$ cat src/rtl/pipe_stage_ctrl.sv
// Pipeline stage-register control for a 5-stage core: PC enable/select,
// per-stage load/hold/valid, and LM/SM micro-op sequencing with a stall counter.
module pipe_stage_ctrl #(
   parameter int MASK_W = 8,
   parameter int IDX_W  = 3
) (
   input  logic              clk,
   input  logic              resetn,
   input  logic              stall_req,
   input  logic              flush_req,
   input  logic              lmsm_start,
   input  logic [MASK_W-1:0] lmsm_mask,
   output logic              pc_en,
   output logic              pc_sel,
   output logic [4:0]        ld,
   output logic [4:0]        hold,
   output logic [4:0]        valid,
   output logic              lmsm_active,
   output logic [IDX_W-1:0]  lmsm_idx,
   output logic [15:0]       stall_cnt
);

   typedef enum logic {
      RUN  = 1'b0,
      LMSM = 1'b1
   } state_t;

   localparam logic [4:0] LD_ALL   = 5'b11111;
   localparam logic [4:0] LD_STALL = 5'b11011;
   localparam logic [4:0] LD_FLUSH = 5'b11000;
   localparam logic [4:0] HOLD_FE  = 5'b00011;

   state_t            state;
   state_t            state_nxt;
   logic [MASK_W-1:0] rem;
   logic [MASK_W-1:0] rem_nxt;
   logic [MASK_W-1:0] src;
   logic [MASK_W-1:0] low_bit;
   logic [MASK_W-1:0] left;
   logic              issue_ok;
   logic              cnt_inc;
   logic              pc_en_c;
   logic              pc_sel_c;
   logic [4:0]        ld_c;
   logic [4:0]        hold_c;
   logic              act_c;
   logic [IDX_W-1:0]  idx_c;
   logic [4:0]        valid_nxt;

   function automatic logic [IDX_W-1:0] low_idx(input logic [MASK_W-1:0] m);
      logic [IDX_W-1:0] r;
      r = '0;
      for (int i = MASK_W - 1; i >= 0; i--) begin
         if (m[i]) r = i[IDX_W-1:0];
      end
      return r;
   endfunction

   // Micro-ops come from the incoming mask in RUN and from the remainder in LMSM.
   always_comb begin
      src      = (state == LMSM) ? rem : lmsm_mask;
      low_bit  = src & ~(src - MASK_W'(1));
      left     = src & ~low_bit;
      issue_ok = (state == LMSM) ? (|rem) : (lmsm_start && (|lmsm_mask));
   end

   always_comb begin
      pc_en_c   = 1'b1;
      pc_sel_c  = 1'b0;
      ld_c      = LD_ALL;
      hold_c    = '0;
      act_c     = 1'b0;
      idx_c     = '0;
      state_nxt = state;
      rem_nxt   = rem;
      cnt_inc   = 1'b0;
      if (flush_req) begin
         pc_sel_c  = 1'b1;
         ld_c      = LD_FLUSH;
         state_nxt = RUN;
         rem_nxt   = '0;
      end else if (stall_req) begin
         pc_en_c = 1'b0;
         ld_c    = LD_STALL;
         hold_c  = HOLD_FE;
         cnt_inc = 1'b1;
      end else if (issue_ok) begin
         act_c   = 1'b1;
         idx_c   = low_idx(src);
         rem_nxt = left;
         if (|left) begin
            pc_en_c   = 1'b0;
            hold_c    = HOLD_FE;
            state_nxt = LMSM;
            cnt_inc   = 1'b1;
         end else begin
            state_nxt = RUN;
         end
      end else if (state == LMSM) begin
         // An empty remainder in LMSM cannot arise normally; fall back to RUN.
         state_nxt = RUN;
         rem_nxt   = '0;
      end
   end

   always_comb begin
      for (int k = 0; k < 5; k++) begin
         if (!ld_c[k])     valid_nxt[k] = 1'b0;
         else if (hold_c[k]) valid_nxt[k] = valid[k];
         else if (k == 0)  valid_nxt[k] = 1'b1;
         else              valid_nxt[k] = valid[k-1];
      end
   end

   always_ff @(posedge clk or negedge resetn) begin
      if (!resetn) begin
         state     <= RUN;
         rem       <= '0;
         valid     <= '0;
         stall_cnt <= '0;
      end else begin
         state <= state_nxt;
         rem   <= rem_nxt;
         valid <= valid_nxt;
         if (cnt_inc && (stall_cnt != 16'hFFFF)) stall_cnt <= stall_cnt + 16'd1;
      end
   end

   // Control outputs are forced quiet while reset is held.
   assign pc_en       = resetn & pc_en_c;
   assign pc_sel      = resetn & pc_sel_c;
   assign ld          = resetn ? ld_c : 5'b00000;
   assign hold        = resetn ? hold_c : 5'b00000;
   assign lmsm_active = resetn & act_c;
   assign lmsm_idx    = (resetn && act_c) ? idx_c : '0;

endmodule
$ cat config.mk
export PLATFORM = sky130hd
export DESIGN_NAME = pipe_stage_ctrl
export DESIGN_NICKNAME = d
export VERILOG_FILES = /design/src/rtl/pipe_stage_ctrl.sv
export SDC_FILE = /design/constraint.sdc
export NUM_CORES = 1
export LEC_CHECK = 0
export ABC_AREA = 1
export ABC_CLOCK_PERIOD_IN_PS = 1740
export BUFFER_PORTS_ARGS = -buffer_cell sky130_fd_sc_hd__buf_2
export CORE_UTILIZATION = 40
export DETAILED_ROUTE_END_ITERATION = 8
export PLACE_DENSITY = 0.66
export SYNTH_ARGS = -nofsm -noshare
export SYNTH_HDL_FRONTEND = slang
export SYNTH_SLANG_ARGS = --single-unit
$ cat constraint.sdc
create_clock -name clk -period 1.74 [get_ports clk]
set_clock_uncertainty 0.05 [all_clocks]
set_input_delay 0.261 -clock clk [delete_from_list [all_inputs] [get_ports clk]]
set_output_delay 0.261 -clock clk [all_outputs]
set_load 0.05 [all_outputs]
==> out/qor.yml <==
postSynth.asyncResetShare_pct: 100
endpoint_kind: "register"
netlist_instances: 278
initial_core_util_pct: 43.1
synth_compound_area_share_pct: 6.00
synthMostInstantiatedCell: "nand2_1"
muxShareOfSynthArea_pct: 0
h-tree-depth: 2
wirelength_um: 6030
rrSetupSlack_ps: -620
post-route-util_pct: 71.1
fp.dieH_um: 71.6
fin_crit_ps: 2360
ys_top_cells_by_area: "dfrtp_1 (37%), nand2_1 (18%), nand3_1 (6.2%), inv_1 (5.6%), buf_4 (4.6%)"
cts_buffers: 5
max-slew-margin-rel_pct: 56.0
whs_ps: 28.0
crit_fanout: 8
synth_top_family_by_area: "simple AND/OR/NAND/NOR gates"
top_layer_used: "met4"
timing.rr.end: "stall_cnt[5]"
vias_per_cell: 5.03
synth_common_cells: "nand2_1 (94), dfrtp_1 (29), inv_1 (29)"
period_share_pct: 136
intPower_w: 0.00192
power.density_mw_per_mm2: 989
clk_latency_ps: 280
pin_count: 50
met3_length_um: 394
max_freq_mhz: 423
m1WireLength_um: 2760
p_leak_nw: 1.69
irDropWorstVdd_mv: 1.02
yosys.area_share.simple_pct: 36.7
dp_cells: 404
dieArea_mm2: 0.00513
cp-startpoint: "state"
synth_xor_area_share_pct: 5.87
area_delta_synth_final_pct: 65.2
tightestPinTransition_ps: 658
crit_end: "stall_cnt[5]"
slew_violations: 0
synth-adder-area-share_pct: 0.645
antennaDiodeCount: 0
synth_area_mm2: 0.00194
cp_data_required_time_ps: 1910
die_w_um: 71.6
antenna_found_initial: 0
drive_above_1_share_pct: 54.5
ys_types: 29
ff2ff_path_depth: 18
antenna_left: 0
root_buffer: "clkbuf_8"
clockBufferDepth: 2
ys.flop_type: "dfrtp_1"
grt_pass1_vias: 2110
violations: "setup timing"
power_switching_w: 0.00125
final.setup.worst_slack_ps: -623
fin_cells: 437
rsz0062_at_grt: "yes"
grt-ovfl-total: 0
drtPass1Iterations: 4
drt_iter0_markers: 141
p_seq_share_pct: 26.6
numPortBuffers: 46
yosys_warnings: 0
p_comb_share_pct: 47.4
drc: 0
gp_congestion: 0.883
grt_max_degree: 16
p_sw_share_pct: 39.5
nFillCells: 336
avgSynthCellArea_um2: 6.98
finalSetupViolations: 27
grt_pass1_wl_um: 9850
arrival_ps: 2530
cts_tree: "yes"
p_clk_share_pct: 26.0
synth_seq_cells: 29
rows: 24
synth_largest_area_cell: "dfrtp_1"
clk_pin_slew_worst_paths_ps: 60
cap_violations: 0
outcome: "finished with violations"
wl_met2_um: 2780
nets: 398
synth_edf_count: 0
grt_usage_pct: 25.0
core_area_mm2: 0.00450
final-hold-violation-count: 0
synth_top_area_share_pct: 37.4
crit_type: "register to register"
vias: 2196
min-delay-path-class: "primary input to async pin"
post-dp-hpwl_um: 3980
avgRoutedWirePerCell_um: 13.8
yosysSeqAreaShare_pct: 37.4
cp-start-kind: "register"
reg2reg_from: "state"
cts_sinks: 29
[power by group through the flow]
stage / logic [W] / clock network, W / registers [W]
after floorplan: 0.000593 / 0 / 0.00108
after global placement: 0.00116 / 0 / 0.000843
after detailed placement: 0.00117 / 0 / 0.000846
after CTS: 0.00140 / 0.000842 / 0.000840
after global routing: 0.00160 / 0.000877 / 0.000853
final: 0.00150 / 0.000824 / 0.000842
[flip-flops by register name, indices dropped and copies added (netlist names)]
| name | cells |
|---|---|
| stall_cnt | 16 |
| valid | 5 |
| rem | 7 |
| state | 1 |
[placed cells by master, fill, tap and decap left out, types with 6 or more instances in the layout]
cell     count
nand2_1     57
buf_4       57
buf_2       39
nand2_2     34
inv_1       25
dfrtp_1     25
nor2_1      18
nand3_2     13
nand3_1     12
buf_6       10
inv_2        8
xor2_1       8
nand2_4      7
nor2_4       6
[routing by layer]
metal | up-vias | global-route usage, %
li1 | 1084 | -
met1 | 1018 | 34.9
met2 | 81 | 38.8
met3 | 13 | 5.34
met4 | 0 | 8.50
met5 | - | 0
[how the worst min path moves through the flow]
stage | start | to | slack (ps)
floorplan | resetn | rem[1] | -80
global placement | resetn | valid[3] | 190
detailed placement | resetn | valid[3] | 190
CTS | resetn | rem[5] | 20
global route | resetn | valid[2] | 30
finish | resetn | rem[7] | 30
[critical path, stage by stage (launching register included)]
cell and delay (ps):
dfrtp_2 450, buf_6 150, nand2_1 60, nand2_1 100, nor2_2 130, nand2_2 70, nand2_2 90, nand3_2 60
nor2_1 130, nand2_1 90, nand3_2 90, nand2_4 80, buf_4 140, buf_6 110, buf_8 130, buf_12 140
nand2_8 110, nand2_2 80, nand2_2 50
[final cells by class]
cell class	instances	area [µm²]	area share, %
inverter	36	141	4.41
tap	52	65.1	2.03
clock buffer	5	68.8	2.15
multi-input combinational	201	1310	40.7
timing repair buffer	111	828	25.8
clock inverter	3	65.1	2.03
sequential	29	731	22.8
[cell families (layout without fill, tap and decap cells)]
group                      count (synthesis)  in the layout
buffers and inverters                     51            155
and+or+nand+nor                          162            163
DFF                                       29             29
adders and majority gates                  1              1
AOI/OAI and AO/OA                         21             21
xor gates and xnor gates                  13             13
other                                      1              3
[timing repair]
action	CTS	global route
hold endpoints to repair	14	0
gates cloned	3	0
endpoints found under the setup margin	26	31
pin swaps	7	5
setup buffers	16	5
gates resized for setup	52	22
hold buffers	1	0
[stage by stage]
stage                     TNS, ps  total power [W]  cell area (µm²)  setup slack [ps]
after floorplan             -3460          0.00167             2160              -366
after global placement      -5170          0.00201             2620              -320
after detailed placement    -7370          0.00202             2620              -419
after CTS                  -12410          0.00308             3100              -544
after global routing       -16650          0.00333             3200              -707
final                      -14510          0.00317             3200              -623
(Power assumes the default switching activity.)
